[config.mk]
export PLATFORM = sky130hd
export DESIGN_NAME = regfile_write_arbiter
export DESIGN_NICKNAME = d
export VERILOG_FILES = /design/src/rtl/regfile_write_arbiter.sv
export SDC_FILE = /design/constraint.sdc
export NUM_CORES = 1
export LEC_CHECK = 0
export ABC_CLOCK_PERIOD_IN_PS = 6200
export BUFFER_PORTS_ARGS = -buffer_cell sky130_fd_sc_hd__buf_4
export CAP_MARGIN = 10
export CORE_MARGIN = 5
export CORE_UTILIZATION = 45
export DETAILED_ROUTE_END_ITERATION = 8
export PLACE_DENSITY = 0.68
export SLEW_MARGIN = 40
export SYNTH_ARGS = -nofsm -noshare
export SYNTH_HDL_FRONTEND = slang
export SYNTH_SLANG_ARGS = --single-unit
[constraint.sdc]
create_clock -name clk -period 6.2 [get_ports clk]
set_clock_uncertainty 0.2 [all_clocks]
set_input_delay 0.62 -clock clk [delete_from_list [all_inputs] [get_ports clk]]
set_output_delay 0.62 -clock clk [all_outputs]
set_load 0.02 [all_outputs]
[src/rtl/regfile_write_arbiter.sv]
// Register-file write-port arbiter: FIFO head, then writeback A, then base update B.
// Optional hazard comparator built only when WB_ARB_HAZARD_EN is defined.
module regfile_write_arbiter #(
    parameter int DEPTH = 2
) (
    input  logic        clk,
    input  logic        rst_n,
    input  logic        a_valid,
    input  logic [3:0]  a_addr,
    input  logic [31:0] a_data,
    input  logic        b_valid,
    input  logic [3:0]  b_addr,
    input  logic [31:0] b_data,
    output logic        w_en,
    output logic [3:0]  w_addr,
    output logic [31:0] w_data,
    output logic        stall,
    output logic        ovf,
    input  logic [3:0]  chk_addr,
    output logic        chk_hit
);

    logic [3:0]  fifo_addr_q [8];
    logic [31:0] fifo_data_q [8];
    logic [3:0]  fifo_addr_d [8];
    logic [31:0] fifo_data_d [8];
    logic [2:0]  rd_ptr_q, rd_ptr_d;
    logic [2:0]  wr_ptr_q, wr_ptr_d;
    logic [3:0]  count_q, count_d;
    logic        w_en_q, w_en_d;
    logic [3:0]  w_addr_q, w_addr_d;
    logic [31:0] w_data_q, w_data_d;
    logic        stall_q, stall_d;
    logic        ovf_q, ovf_d;

    function automatic logic [2:0] inc(input logic [2:0] p);
        return (p == 3'(DEPTH - 1)) ? 3'd0 : p + 3'd1;
    endfunction

    // Grant selection, FIFO push/pop and next-state for all registers
    always_comb begin
        logic        a_acc, b_acc, pop, gnt_v, push_a, push_b;
        logic [3:0]  gnt_addr, free;
        logic [31:0] gnt_data;
        logic [2:0]  wp;
        fifo_addr_d = fifo_addr_q;
        fifo_data_d = fifo_data_q;
        a_acc    = a_valid && !stall_q;
        b_acc    = b_valid && !stall_q;
        pop      = (count_q != 4'd0);
        gnt_v    = 1'b1;
        gnt_addr = fifo_addr_q[rd_ptr_q];
        gnt_data = fifo_data_q[rd_ptr_q];
        push_a   = 1'b0;
        push_b   = 1'b0;
        if (pop) begin
            push_a = a_acc;
            push_b = b_acc;
        end else if (a_acc) begin
            gnt_addr = a_addr;
            gnt_data = a_data;
            push_b   = b_acc;
        end else if (b_acc) begin
            gnt_addr = b_addr;
            gnt_data = b_data;
        end else begin
            gnt_v = 1'b0;
        end
        // never write past DEPTH even if upstream misbehaves
        free = 4'(DEPTH) - count_q + {3'd0, pop};
        if (push_a && free == 4'd0)
            push_a = 1'b0;
        if (push_b && ({3'd0, push_a} + 4'd1) > free)
            push_b = 1'b0;
        wp = wr_ptr_q;
        if (push_a) begin
            fifo_addr_d[wp] = a_addr;
            fifo_data_d[wp] = a_data;
            wp = inc(wp);
        end
        if (push_b) begin
            fifo_addr_d[wp] = b_addr;
            fifo_data_d[wp] = b_data;
            wp = inc(wp);
        end
        wr_ptr_d = wp;
        rd_ptr_d = pop ? inc(rd_ptr_q) : rd_ptr_q;
        count_d  = count_q - {3'd0, pop} + {3'd0, push_a} + {3'd0, push_b};
        stall_d  = count_d > 4'(DEPTH - 2);
        ovf_d    = ovf_q | (stall_q & (a_valid | b_valid));
        w_en_d   = gnt_v;
        w_addr_d = gnt_v ? gnt_addr : w_addr_q;
        w_data_d = gnt_v ? gnt_data : w_data_q;
    end

    // State and output registers
    always_ff @(posedge clk or negedge rst_n) begin
        if (!rst_n) begin
            for (int i = 0; i < 8; i++) begin
                fifo_addr_q[i] <= '0;
                fifo_data_q[i] <= '0;
            end
            rd_ptr_q <= '0;
            wr_ptr_q <= '0;
            count_q  <= '0;
            w_en_q   <= 1'b0;
            w_addr_q <= '0;
            w_data_q <= '0;
            stall_q  <= 1'b0;
            ovf_q    <= 1'b0;
        end else begin
            fifo_addr_q <= fifo_addr_d;
            fifo_data_q <= fifo_data_d;
            rd_ptr_q    <= rd_ptr_d;
            wr_ptr_q    <= wr_ptr_d;
            count_q     <= count_d;
            w_en_q      <= w_en_d;
            w_addr_q    <= w_addr_d;
            w_data_q    <= w_data_d;
            stall_q     <= stall_d;
            ovf_q       <= ovf_d;
        end
    end

    assign w_en   = w_en_q;
    assign w_addr = w_addr_q;
    assign w_data = w_data_q;
    assign stall  = stall_q;
    assign ovf    = ovf_q;

`ifdef WB_ARB_HAZARD_EN
    // Match decode's register against buffered entries and the in-flight write
    always_comb begin
        logic [3:0] idx;
        chk_hit = w_en_q && (w_addr_q == chk_addr);
        for (int k = 0; k < DEPTH; k++) begin
            idx = {1'b0, rd_ptr_q} + 4'(k);
            if (idx >= 4'(DEPTH))
                idx = idx - 4'(DEPTH);
            if (4'(k) < count_q && fifo_addr_q[idx[2:0]] == chk_addr)
                chk_hit = 1'b1;
        end
    end
`else
    logic unused_chk;
    assign unused_chk = ^chk_addr;
    assign chk_hit    = 1'b0;
`endif

endmodule

==> reports/qor.csv <==
metric,value,unit
syn_to_final_growth,14.42,%
maxCapViolCount,0,
grt_pass1_wl,79690,µm
num-nets-final,1540,
synthFlopType,dfrtp_1,
syn_area_per_cell,14.03,µm²
synth-seq-cells,337,
netlist_instances,1361,
synth_area_leaders,"dfrtp_1 44%, mux2_2 31%, mux4_2 8.5%, mux2_4 2.4%, mux2i_1 1.9%",
ys_warn_count,0,
finalMaxSlewViolations,0,
p_seq_share,39.5,%
register_area,8443,µm²
place_area,20550,µm²
postSynth.asyncResetShare,100.0,%
grtUsageMet3,3.952,%
worstPathRequired,6.43,ns
syn-cell-area,19100,µm²
synth-edff-count,0,
max_clock_freq,210.5,MHz
layout_common_cells,"528 x mux2_2, 333 x dfrtp_1, 134 x buf_4, 72 x mux4_2, 44 x nor2_1",
synth_seq_area_share,44.15,%
dr.pass1.iters,4,
finalInstanceArea,21850,µm²
drtAntennaViolNets,0,
yosys.area.top_type,dfrtp_1,
grt_overflow_total,0,
insertion_delay,0.56,ns
post_cts.repair.setup_buffers,0,
cts.repair.resized,0,
path_max_fanout,27,
port_buffers,114,
ios,120,
pre_cts_slack,1.473,ns
tns,0,ns
initial_utilization,45.54,%
layout_min_cycle_time,4.751,ns
worst_slack,1.449,ns
core,41950,µm²
drcViolationCount,0,
hold_violations,0,
relSlewSlack,42.79,%
multi_input_area,10180,µm²
use_met2,35.82,%
final_util,52.10,%
via_per_inst,5.868,
gp_congestion,0.7491,
core.rowCount,75,
yosysTopAreaCellShare,44.15,%
dp_hpwl,28470,µm
fillers,3493,
cts_tree,built,
grt_max_degree,133,
hold_class,input pin to flop,
clockRootBuffer,clkbuf_16,
worstSetupEndpointType,flop,
syn_nets,1449,
use_met1,30.34,%
internal_power,6.156,mW
cp.arrival,4.98,ns
rsz0062_at_grt,false,
die_area,46670,µm²
ir_drop,0.2587,mV
h-tree-depth,2,
cts_sinks,337,
vias,11850,
setup_viol,0,
status,"finished, final reports clean",
tightest_slew,0.8550,ns
cts_buffer_depth,3,
grt_pass1_vias,12960,
wl_per_cell,25.06,µm
die_w,216.0,µm
antenna_found_initial,4,
final_common_cell,mux2_2,
power.switching,2.619,mW
wirelength,50620,µm
drt_iter0_drc,670,
fin_crit_sh,76.63,%
clk_pin_slew,0.06,ns
busiest_layer,met2,
cts_buffers,40,
swShare,29.85,%
power_leakage,10.01,nW
synth.distinct_cells,57,
pwr-share-clk,26.0,%
chipHeight,216.0,µm
combPwrFrac,34.6,%
worstSetupStartpointType,flop,
drive_above_1_share,58.62,%
powerDensity,401.5,nW/µm²
critical_path_class,flop to flop,
grtUsageTotal,21.91,%
## flip-flops by register name, indices dropped and copies added, names as in the netlist
name / flops
count_q: 4
fifo_addr_q: 32
fifo_data_q: 256
ovf: 1
rd_ptr_q: 3
stall: 1
w_addr: 4
w_data: 32
w_en: 1
wr_ptr_q: 3
## power by group through the flow
stage / clock (mW) / combinational, mW / sequential, mW
5_1_grt: 2.42 / 3.32 / 3.57
4_1_cts: 2.33 / 3.06 / 3.46
6_report: 2.28 / 3.03 / 3.46
3_3_place_gp: 0 / 2.96 / 3.46
2_1_floorplan: 0 / 2.31 / 3.40
3_5_place_dp: 0 / 3.06 / 3.50
## area by class of cell
type	count	share of cell area, %
diodes	2	0.02290
clock buffers	56	5.227
clock inverters	13	0.4981
inverters	10	0.1718
multi-input cells	915	46.58
flip-flops and latches	337	38.63
well taps	539	3.086
repair buffers	148	5.782
## worst paths after layout
kind,slack (ns),to,depth (start not counted),start
worst min-delay path,0.14,ovf,3,b_valid
min in group asynchronous,0.35,w_data[7],2,rst_n
worst max register to register,1.45,fifo_data_q[248],13,count_q[3]
worst min register to register,0.27,ovf,1,ovf
worst max-delay path,1.45,fifo_data_q[248],13,count_q[3]
max in group asynchronous,3.99,fifo_data_q[155],4,rst_n
## routing by layer
| layer | vias up | wire length (µm) | share of wire, % |
|---|---|---|---|
| li1 | 5295 | - | - |
| met1 | 6217 | 22700 | 45 |
| met2 | 264 | 24340 | 48 |
| met3 | 74 | 2443 | 4.8 |
| met4 | 4 | 1098 | 2.2 |
| met5 | - | 25 | 0.049 |
## Yosys cell counts, types with 13 or more instances
| library cell | n |
|---|---|
| a21oi_1 | 39 |
| buf_1 | 13 |
| a22oi_1 | 36 |
| mux4_2 | 72 |
| mux2i_1 | 36 |
| nor2_1 | 45 |
| dfrtp_1 | 337 |
| mux2_2 | 528 |
| mux2_1 | 19 |
| buf_4 | 15 |
| buf_2 | 38 |
| o21ai_0 | 40 |
| mux2_4 | 30 |
| clkbuf_1 | 27 |
## through the flow
step	cells	total power [mW]	hold WS, ns
final	2020	8.774	0.1398
after global routing	2020	9.311	0.1660
after CTS	2017	8.857	0.1164
after detailed placement	1947	6.554	0.2598
after global placement	1940	6.411	0.2654
after floorplan	1361	5.715	0.1244
## timing repair
item,in CTS,in global routing
hold buffers,1,0
setup endpoints to repair,0,0
endpoints found under the hold margin,86,0
## critical path, stage by stage (launching register included)
cell	delay [ns]
dfrtp_1	0.44
inv_1	0.08
ha_1	0.12
or3b_2	0.45
clkinv_1	0.08
ha_1	0.20
ha_1	0.19
xor2_1	0.30
a2111oi_4	0.08
a21oi_4	0.62
nand3b_1	0.67
buf_4	0.54
mux2_2	0.34
mux2_2	0.27
## kinds of logic after synthesis
group | share of synthesized area [%]
AOI/OAI and AO/OA | 3.950
buffers and inverters | 2.921
DFF | 44.15
adders and majority gates | 0.6551
and+or+nand+nor | 2.810
other | 0.01963
muxes | 44.98
xor gates and xnor gates | 0.5109
(Power assumes the default switching activity.)
